`src/rtl/tomasulo_exe_mul_pipe.sv`:
```
// ----------------------------------------------------------------------------
// tomasulo_exe_mul_pipe
//
// Multiply execution unit for a Tomasulo-style core. Each issue is multiplied
// and carried down a fixed-length, never-stalling pipeline of LATENCY_N-1
// register stages. The pipeline feeds an in-order result FIFO that drives the
// common data bus (CDB). Issue back-pressure uses a credit counter. The counter
// counts everything accepted but not yet popped, so the FIFO can never
// overflow, even though the pipeline itself cannot stall.
//
// Optional feature macro: TOMASULO_EXE_MUL_PIPE_HIGH_EN
//   defined   : iss_op selects MUL / MULH / MULHU / MULHSU
//   undefined : iss_op is ignored; every issue returns the low-word product
//
// Parameters
//   W         operand/result width
//   TAG_W     reservation-station tag width
//   LATENCY_N accept-to-result latency in cycles (2..8)
//   OUT_Q_N   result FIFO depth, which is also the credit limit (>=1)
//
// Ports
//   clk, rst           clock; synchronous active-high reset
//   iss_vld/iss_rdy    issue handshake; iss_tag/iss_a/iss_b/iss_op payload
//   flush              discards all in-flight and queued work
//   cdb_vld/cdb_gnt    result valid / CDB grant (pop when both are high)
//   cdb_tag/cdb_data   FIFO head; driven to zero when cdb_vld is low
// ----------------------------------------------------------------------------
module tomasulo_exe_mul_pipe #(
   parameter int W         = 32,
   parameter int TAG_W     = 4,
   parameter int LATENCY_N = 5,
   parameter int OUT_Q_N   = LATENCY_N + 1
) (
   input  logic             clk,
   input  logic             rst,
   input  logic             iss_vld,
   output logic             iss_rdy,
   input  logic [TAG_W-1:0] iss_tag,
   input  logic [W-1:0]     iss_a,
   input  logic [W-1:0]     iss_b,
   input  logic [1:0]       iss_op,
   input  logic             flush,
   output logic             cdb_vld,
   input  logic             cdb_gnt,
   output logic [TAG_W-1:0] cdb_tag,
   output logic [W-1:0]     cdb_data
);

   localparam int STG = LATENCY_N - 1;
   localparam int PW  = (OUT_Q_N > 1) ? $clog2(OUT_Q_N) : 1;
   localparam int CW  = $clog2(OUT_Q_N + 1);
   localparam logic [CW-1:0] Q_FULL = CW'(OUT_Q_N);

   logic             r_stg_vld  [STG];
   logic [TAG_W-1:0] r_stg_tag  [STG];
   logic [W-1:0]     r_stg_data [STG];

   logic [TAG_W-1:0] r_q_tag  [OUT_Q_N];
   logic [W-1:0]     r_q_data [OUT_Q_N];
   logic [PW-1:0]    r_wr_ptr;
   logic [PW-1:0]    r_rd_ptr;
   logic [CW-1:0]    r_q_cnt;
   logic [CW-1:0]    r_cnt;

   logic             w_acc;
   logic             w_pop;
   logic             w_push;
   logic [W-1:0]     w_prod;

   // ---------------------------------------------------------------- product
`ifdef TOMASULO_EXE_MUL_PIPE_HIGH_EN
   logic                  w_a_sgn;
   logic                  w_b_sgn;
   logic signed [W:0]     w_a_ext;
   logic signed [W:0]     w_b_ext;
   logic signed [2*W+1:0] w_full;
   logic [1:0]            w_unused_ext;

   // One extra bit on each operand lets a single signed multiplier cover
   // all three signedness combinations.
   assign w_a_sgn      = (iss_op == 2'd1) || (iss_op == 2'd3);
   assign w_b_sgn      = (iss_op == 2'd1);
   assign w_a_ext      = {w_a_sgn & iss_a[W-1], iss_a};
   assign w_b_ext      = {w_b_sgn & iss_b[W-1], iss_b};
   assign w_full       = w_a_ext * w_b_ext;
   assign w_unused_ext = w_full[2*W+1:2*W];
   assign w_prod       = (iss_op == 2'd0) ? w_full[W-1:0] : w_full[2*W-1:W];
`else
   logic w_unused_op;

   assign w_unused_op = ^iss_op;
   assign w_prod      = iss_a * iss_b;
`endif

   // -------------------------------------------------------------- handshake
   assign iss_rdy  = (r_cnt < Q_FULL) && !rst;
   assign w_acc    = iss_vld && iss_rdy && !flush;
   assign cdb_vld  = (r_q_cnt != '0) && !rst;
   assign w_pop    = cdb_vld && cdb_gnt && !flush;
   assign w_push   = r_stg_vld[STG-1];
   assign cdb_tag  = cdb_vld ? r_q_tag[r_rd_ptr]  : '0;
   assign cdb_data = cdb_vld ? r_q_data[r_rd_ptr] : '0;

   function automatic logic [PW-1:0] f_inc(input logic [PW-1:0] p);
      return (p == PW'(OUT_Q_N - 1)) ? '0 : p + 1'b1;
   endfunction

   // --------------------------------------------------------------- pipeline
   // Payload registers shift every cycle. Only the valid bits carry meaning,
   // so only the valid bits are reset.
   always_ff @(posedge clk) begin
      r_stg_tag[0]  <= iss_tag;
      r_stg_data[0] <= w_prod;
      for (int i = 1; i < STG; i++) begin
         r_stg_tag[i]  <= r_stg_tag[i-1];
         r_stg_data[i] <= r_stg_data[i-1];
      end
      if (rst || flush) begin
         for (int i = 0; i < STG; i++) r_stg_vld[i] <= 1'b0;
      end else begin
         r_stg_vld[0] <= w_acc;
         for (int i = 1; i < STG; i++) r_stg_vld[i] <= r_stg_vld[i-1];
      end
   end

   // ------------------------------------------------------ result FIFO/credit
   always_ff @(posedge clk) begin
      if (w_push) begin
         r_q_tag[r_wr_ptr]  <= r_stg_tag[STG-1];
         r_q_data[r_wr_ptr] <= r_stg_data[STG-1];
      end
      if (rst || flush) begin
         r_wr_ptr <= '0;
         r_rd_ptr <= '0;
         r_q_cnt  <= '0;
         r_cnt    <= '0;
      end else begin
         if (w_push) r_wr_ptr <= f_inc(r_wr_ptr);
         if (w_pop)  r_rd_ptr <= f_inc(r_rd_ptr);
         case ({w_push, w_pop})
            2'b10:   r_q_cnt <= r_q_cnt + 1'b1;
            2'b01:   r_q_cnt <= r_q_cnt - 1'b1;
            default: r_q_cnt <= r_q_cnt;
         endcase
         case ({w_acc, w_pop})
            2'b10:   r_cnt <= r_cnt + 1'b1;
            2'b01:   r_cnt <= r_cnt - 1'b1;
            default: r_cnt <= r_cnt;
         endcase
      end
   end

endmodule
```
`config.mk`:
```
export PLATFORM = sky130hd
export DESIGN_NAME = tomasulo_exe_mul_pipe
export DESIGN_NICKNAME = d
export VERILOG_FILES = /design/src/rtl/tomasulo_exe_mul_pipe.sv
export SDC_FILE = /design/constraint.sdc
export NUM_CORES = 1
export LEC_CHECK = 0
export CELL_PAD_IN_SITES_DETAIL_PLACEMENT = 1
export CELL_PAD_IN_SITES_GLOBAL_PLACEMENT = 1
export CORE_ASPECT_RATIO = 0.9
export CORE_MARGIN = 5
export CORE_UTILIZATION = 45
export CTS_CLUSTER_SIZE = 10
export DETAILED_ROUTE_END_ITERATION = 7
export DONT_BUFFER_PORTS = 1
export PLACE_DENSITY = 0.67
export SLEW_MARGIN = 0
export SYNTH_ARGS = -nofsm -noshare
export SYNTH_HDL_FRONTEND = slang
export SYNTH_SLANG_ARGS = --single-unit
```
`constraint.sdc`:
```
create_clock -name clk -period 21.7 [get_ports clk]
set_input_delay 6.51 -clock clk [delete_from_list [all_inputs] [get_ports clk]]
set_output_delay 6.51 -clock clk [all_outputs]
set_load 0.02 [all_outputs]
```
== After elaboration in Yosys (flattened, before gate mapping) ==
Memory sizes are Yosys's and may differ from the RTL's. A register that Yosys moved wholly into a read port is not among the register bits.
Cells that the tools add are included.

* Magnitude comparators: 1
* Bitwise operators: 4
* $mul: 1
* Reduce and logical (&&, ||, !) cells: 12
* Eq/ne operators: 6
* Mux-type cells: 19
* Add/subtract/negate cells: 6

{| class="wikitable"
|+ Operators by type and width
! kind !! number
|-
| multiplier 32 x 32 -> 32 bit || 1
|-
| 2-to-1 mux 32 bit || 1
|-
| 2-to-1 mux 3 bit || 6
|-
| adder 3 x 1 -> 3 bit, second input constant || 4
|-
| case mux 3 bit (2 select lines) || 2
|-
| 2-to-1 mux 1 bit || 9
|-
| == test 3 bit, second input constant || 2
|-
| logical AND 1 bit || 6
|-
| subtractor 3 x 1 -> 3 bit, second input constant || 2
|-
| == test 2 x 1 -> 1 bit, second input constant || 2
|-
| == test 2 bit, second input constant || 2
|-
| 2-to-1 mux 4 bit || 1
|-
| OR 1 bit || 4
|-
| nonzero test 2 bit || 2
|-
| < comparator 3 bit, second input constant || 1
|-
| nonzero test 3 bit || 1
|-
| zero test 1 bit || 2
|-
| logical OR 1 bit || 1
|}

* Bits in registers: 12
* Memories: 5
* Output and inout bits: 38
* RAM bits: 364

{| class="wikitable"
|+ Memories
! memory !! depth !! width !! read ports !! clocked after memory_dff !! write ports !! line !! source
|-
| r_q_data || 6 || 32 || 1 || 1 || 1 || 59 || <nowiki>logic [W-1:0] r_q_data [OUT_Q_N];</nowiki>
|-
| r_stg_data || 4 || 32 || 4 || 0 || 4 || 56 || <nowiki>logic [W-1:0] r_stg_data [STG];</nowiki>
|-
| r_q_tag || 6 || 4 || 1 || 1 || 1 || 58 || <nowiki>logic [TAG_W-1:0] r_q_tag [OUT_Q_N];</nowiki>
|-
| r_stg_tag || 4 || 4 || 4 || 0 || 4 || 55 || <nowiki>logic [TAG_W-1:0] r_stg_tag [STG];</nowiki>
|-
| r_stg_vld || 4 || 1 || 4 || 0 || 4 || 54 || <nowiki>logic r_stg_vld [STG];</nowiki>
|}

== Longest topological paths before layout ==
Gate-level depths: netlist of run 1.

* Word-level depth: 6
* Gate-level depth with buffers: 27

== Worst setup path before layout of run 1 ==
OpenSTA, ideal clock, no wires.

* Path type: input to output
* Start: input rst
* End: output cdb_data[22]
* Path buffers: 2
* Path slack: 7.476 ns
* Data arrival time: 7.714 ns
* Data required time: 15.190 ns
* Stages on the path: 4
* Cell sequence: or2_2 -> clkbuf_1 -> buf_1 -> a211oi_1

* Cells in the longest elaborated chain, start to end: 3

{| class="wikitable"
|+ Ends and longest elaborated chain
! what !! line !! source
|-
| start, declared || 35 || <nowiki>input logic rst,</nowiki>
|-
| zero test 1 bit || 98 || <nowiki>assign cdb_vld = (r_q_cnt != '0) && !rst;</nowiki>
|-
| logical AND 1 bit || 98 ||
|-
| 2-to-1 mux 32 bit || 102 || <nowiki>assign cdb_data = cdb_vld ? r_q_data[r_rd_ptr] : '0;</nowiki>
|-
| end, declared || 46 || <nowiki>output logic [W-1:0] cdb_data</nowiki>
|}

Every way passes these cells.

== Worst setup path after layout of run 1 ==
* Start: input rst
* End: output cdb_data[16]

Same word-level chain as after synthesis.

==> flow_summary.json, run 1 <==
{
  "cts.hold.buffers_added": 0,
  "initial_utilization_pct": 45.2,
  "cts_repair_resize_count": 0,
  "slew_viol_final": 0,
  "final_layout_size_suffix_gt1_share_pct": 4.92,
  "top_level_ports": 113,
  "synth.avg_cell_area_um2": 11.6,
  "cts.reportedPaths.clkPinSlew_ns": 0.05,
  "synth_area_leaders": "sky130_fd_sc_hd__fa_1, sky130_fd_sc_hd__edfxtp_1, sky130_fd_sc_hd__dfxtp_1",
  "fraction_of_post_synthesis_cell_area_in_the_top_cell_type_by_area_pct": 29.8,
  "routed-via-count": 16300,
  "cp.buffers_inverters": 0,
  "cts_buffers": 43,
  "yosysWarningCount": 0,
  "worst_setup_path_end_kind": "output pin",
  "vias_per_cell": 5.19,
  "transition_time_of_the_tightest_slew_check_pin_ns": 0.989,
  "status": "finished clean",
  "async_flop_share_pct": 0,
  "detail_route_antenna_nets": 0,
  "die-width_um": 271,
  "cts_sinks": 379,
  "cts_setup_buffers": 0,
  "period_share_pct": 67.2,
  "fin_crit_ns": 14.58,
  "core_area_mm2": 0.0609,
  "gr-usage-all-layers_pct": 20.8,
  "max-slew-margin-rel_pct": 34.1,
  "synth_sequential_area_ratio_pct": 35.4,
  "post_synth_most_frequent_cells": "sky130_fd_sc_hd__fa_1, sky130_fd_sc_hd__inv_1, sky130_fd_sc_hd__and2_1, sky130_fd_sc_hd__nand2_1, sky130_fd_sc_hd__edfxtp_1",
  "clk-insertion-delay-late_ns": 0.53,
  "wl_per_cell_um": 21.3,
  "layout.nets": 2914,
  "critical_path_class": "input pin to output pin",
  "antenna_found_initial": 0,
  "overflow": 0,
  "die_area_mm2": 0.0662,
  "timing_hold_violations_final": 0,
  "crit_required_ns": 15.19,
  "max_cap_viol_count": 0,
  "place_congestion": 0.821,
  "ffs_latches_synth": 379,
  "edff_count_synth": 216,
  "drt_pre_antenna_iters": 5,
  "cts_max_path_buffers": 3,
  "worst_path_dominant_cell_family": "compound AO/OA/AOI/OAI gates",
  "synthToLayoutAreaGrowth_pct": 6.89,
  "syn_nets": 2975,
  "cts_tree": "built",
  "setup_viol": 0,
  "die_y_um": 245,
  "timing.hold.worst.class": "flop to flop",
  "timing.clock.skew_ns": 0.00705,
  "cpMaxStageDelayCell": "sky130_fd_sc_hd__a211oi_1",
  "clock_tree.htree_level_count": 2,
  "cts.root.buffer_cell": "sky130_fd_sc_hd__clkbuf_16",
  "yosys.cell_types.count": 54,
  "first_iter_violations": 766,
  "finalWirelength_mm": 66.7,
  "ys_dominant_reg_cell": "sky130_fd_sc_hd__edfxtp_1",
  "post-synth-top-area-cell": "sky130_fd_sc_hd__fa_1",
  "rsz0062_at_grt": "no",
  "number_of_remaining_drc_errors": 0,
  "crit_path_start_kind": "input pin",
  "fp-row-count": 86,
  "post-dp-hpwl_mm": 48.7,
  "synth.most_common_cell": "sky130_fd_sc_hd__fa_1",
  "worst-path-max-fanout": 37,
  "final.setup.tns_ns": 0,
  "timing.critical_path.arrival_ns": 8.07,
  "worstPathCellList": "or2_2 -> a211oi_1",
  "wire_length_of_the_first_global_routing_pass_mm": 108,
  "mappedNetlistArea_mm2": 0.0275,
  "clock.fmax_mhz": 68.6,
  "max_incr_delay_on_cp_ns": 0.91,
  "antenna_cells_inserted": 0,
  "placement.io_buffers": 0,
  "grt_pass1_vias": 18800,
  "synthCells": 2365,
  "final_layout_fill_cell_count": 6397,
  "maximum_number_of_pins_on_one_net_before_global_route_repair": 47
}
layout make-up:
class	instances	area (um^2)	area share, %
clock inverters	2	25.0	0.0850
multi-input cells	1471	15900	53.9
flip-flops and latches	379	9750	33.1
clock buffers	76	1220	4.15
well taps	792	991	3.37
inverters	400	1500	5.10
repair buffers	9	67.6	0.230
layout by cell type, fill, tap and decap left out, drive strengths merged, types with 40 or more instances in the layout:
cell / netlist / layout
a211oi: 40 / 40
and2: 288 / 288
clkbuf: 99 / 76
dfxtp: 163 / 163
edfxtp: 216 / 216
fa: 410 / 410
ha: 125 / 125
inv: 400 / 401
nand2: 266 / 266
nor2: 66 / 66
xnor2: 72 / 72
path summary, 6_finish.rpt:
check             slack, ns  cells after the start                 to              start
hold / removal         0.32                      0  r_stg_data[3][11]  r_stg_data[2][11]
setup / recovery       7.12                      2       cdb_data[16]                rst
hold reg to reg        0.32                      0  r_stg_data[3][11]  r_stg_data[2][11]
setup reg to reg      19.54                      8           r_cnt[2]         r_q_cnt[0]
logic make-up (layout without fill, tap and decap cells):
logic type | Yosys count | count (layout) | share of synthesized area, %
adders and majority gates | 535 | 535 | 35.5
xor gates and xnor gates | 91 | 91 | 2.90
DFF | 379 | 379 | 35.4
AOI/OAI and AO/OA | 120 | 120 | 3.03
and+or+nand+nor | 653 | 653 | 11.8
muxes | 72 | 72 | 4.25
buffers and inverters | 515 | 487 | 7.10
layer usage:
layer,vias to the layer above,wire length (um),track usage (%)
li1,7210,-,-
met1,8662,29900,28.6
met2,307,32700,36.2
met3,74,2720,2.29
met4,0,1320,4.38
met5,-,0,0
registers in the layout, indices dropped and copies added, names as in the netlist, named ones only:
register and cells:
r_stg_vld 4, r_q_tag 24, r_q_data 192, r_stg_data 128, r_rd_ptr 3, r_stg_tag 16, r_cnt 3, r_q_cnt 3
r_wr_ptr 3
stage by stage:
stage	util (%)	instances	hold slack (ns)	area [um^2]	setup slack [ns]
2_1_floorplan	-	2365	0.310	27500	7.48
3_3_place_gp	46.3	3051	0.310	28200	7.08
3_5_place_dp	46.3	3051	0.313	28200	7.05
4_1_cts	48.3	3129	0.321	29400	7.07
5_1_grt	48.3	3129	0.327	29400	7.04
6_report	48.3	3129	0.317	29400	7.12
Power of run 1 is not shown: default switching activity piles up to over one toggle a cycle in this logic, so the estimate is an artifact.
==> run 2, diff against run 1 <==
==> constraint.sdc (replaced) <==
create_clock -name clk -period 14.4 [get_ports clk]
set_input_delay 4.32 -clock clk [delete_from_list [all_inputs] [get_ports clk]]
set_output_delay 4.32 -clock clk [all_outputs]
set_load 0.02 [all_outputs]
==> run 2 against run 1 <==
Against the previous run: sequential share of layout area is essentially flat; first-iteration DRC count up 3.1%; highest routed layer unchanged; critical path depth grew 1; largest cell class unchanged; final cell count barely moved; critical path type unchanged.
==> flow_summary.json, run 2 (synthesis gave the netlist of run 1 again) <==
{
  "final_layout_size_suffix_gt1_share_pct": 4.96,
  "cts_repair_resize_count": 0,
  "detail_route_antenna_nets": 0,
  "regArea_mm2": 0.00975,
  "top_level_ports": 113,
  "maximum_number_of_pins_on_one_net_before_global_route_repair": 73,
  "regMostFlops": "r_q_data",
  "setup_viol": 0,
  "crit_path_start_kind": "input pin",
  "timing.hold.worst.class": "flop to flop",
  "cts.hold.buffers_added": 0,
  "die_y_um": 245,
  "vias_per_cell": 5.19,
  "core_area_mm2": 0.0609,
  "clock.fmax_mhz": 97.8,
  "cts_max_path_buffers": 3,
  "cts_tree": "built",
  "fp-row-count": 86,
  "overflow": 0,
  "die-width_um": 271,
  "final_layout_fill_cell_count": 6390,
  "layout.nets": 2915,
  "period_share_pct": 71.0,
  "grt_pass1_vias": 19000,
  "cts_buffers": 43,
  "timing.clock.skew_ns": 0.00998,
  "post-dp-hpwl_mm": 48.7,
  "critical_path_class": "input pin to output pin",
  "transition_time_of_the_tightest_slew_check_pin_ns": 0.991,
  "timing.critical_path.arrival_ns": 5.91,
  "clk-insertion-delay-late_ns": 0.54,
  "cts.reportedPaths.clkPinSlew_ns": 0.05,
  "die_area_mm2": 0.0662,
  "cts.root.buffer_cell": "sky130_fd_sc_hd__clkbuf_16",
  "final.setup.tns_ns": 0,
  "rsz0062_at_grt": "no",
  "cts_sinks": 379,
  "crit_required_ns": 10.08,
  "largest_register_ff_count": 192,
  "finalWirelength_mm": 67.1,
  "clock_tree.htree_level_count": 2,
  "routed-via-count": 16300,
  "antenna_cells_inserted": 0,
  "worst-path-max-fanout": 23,
  "gr-usage-all-layers_pct": 20.7,
  "status": "finished clean",
  "max-slew-margin-rel_pct": 33.5,
  "first_iter_violations": 790,
  "timing_hold_violations_final": 0,
  "initial_utilization_pct": 45.2,
  "placement.io_buffers": 0,
  "final_common_cell": "sky130_fd_sc_hd__fa_1",
  "wire_length_of_the_first_global_routing_pass_mm": 108,
  "drt_pre_antenna_iters": 5,
  "cts_setup_buffers": 0,
  "worst_setup_path_end_kind": "output pin",
  "layout_common_cells": "sky130_fd_sc_hd__fa_1, sky130_fd_sc_hd__inv_1, sky130_fd_sc_hd__and2_1",
  "max_cap_viol_count": 0,
  "multi_input_area_mm2": 0.0159,
  "number_of_remaining_drc_errors": 0,
  "wl_per_cell_um": 21.4,
  "synthToLayoutAreaGrowth_pct": 6.93,
  "antenna_found_initial": 0,
  "place_congestion": 0.825,
  "fin_crit_ns": 10.23,
  "reg.largest.list": "r_q_data (192), r_stg_data (128), r_q_tag (24)",
  "slew_viol_final": 0
}
[run 2: worst paths after layout]
check	startpoint	cells after the start	end	slack [ns]
min	r_stg_data[1][27]	0	r_stg_data[2][27]	0.32
min reg2reg	r_stg_data[1][27]	0	r_stg_data[2][27]	0.32
max reg2reg	r_q_cnt[0]	8	r_cnt[2]	12.21
max	rst	3	cdb_data[0]	4.17
[run 2: metrics by stage]
stage	instance area [um^2]	hold slack, ns	setup WS (ns)	utilization (%)	std cells
global placement	28200	0.310	3.76	46.3	3052
global route	29400	0.326	3.92	48.3	3130
floorplan	27500	0.310	3.75	-	2365
finish	29400	0.323	4.17	48.3	3130
detailed placement	28200	0.313	3.64	46.3	3052
CTS	29400	0.324	4.16	48.3	3130
[run 2: layout make-up]
class / count / share of cell area (%)
Multi-Input combinational cell: 1471 / 53.9
Timing Repair Buffer: 10 / 0.255
Clock inverter: 3 / 0.187
Inverter: 400 / 5.10
Tap cell: 792 / 3.37
Sequential cell: 379 / 33.1
Clock buffer: 75 / 4.06
[run 2: layer usage]
metal	vias to the layer above	share of wire, %	global-route usage [%]
met3	70	3.8	2.68
li1	7212	-	-
met4	0	2.1	4.59
met1	8687	45	28.2
met2	283	49	36.0
met5	-	0	0
[run 2: worst max-delay path, stage by stage]
cell                       delay (ns)
sky130_fd_sc_hd__or2_2           0.45
sky130_fd_sc_hd__buf_4           0.31
sky130_fd_sc_hd__a211oi_1        0.81
Power of run 2 is left out for the same reason.
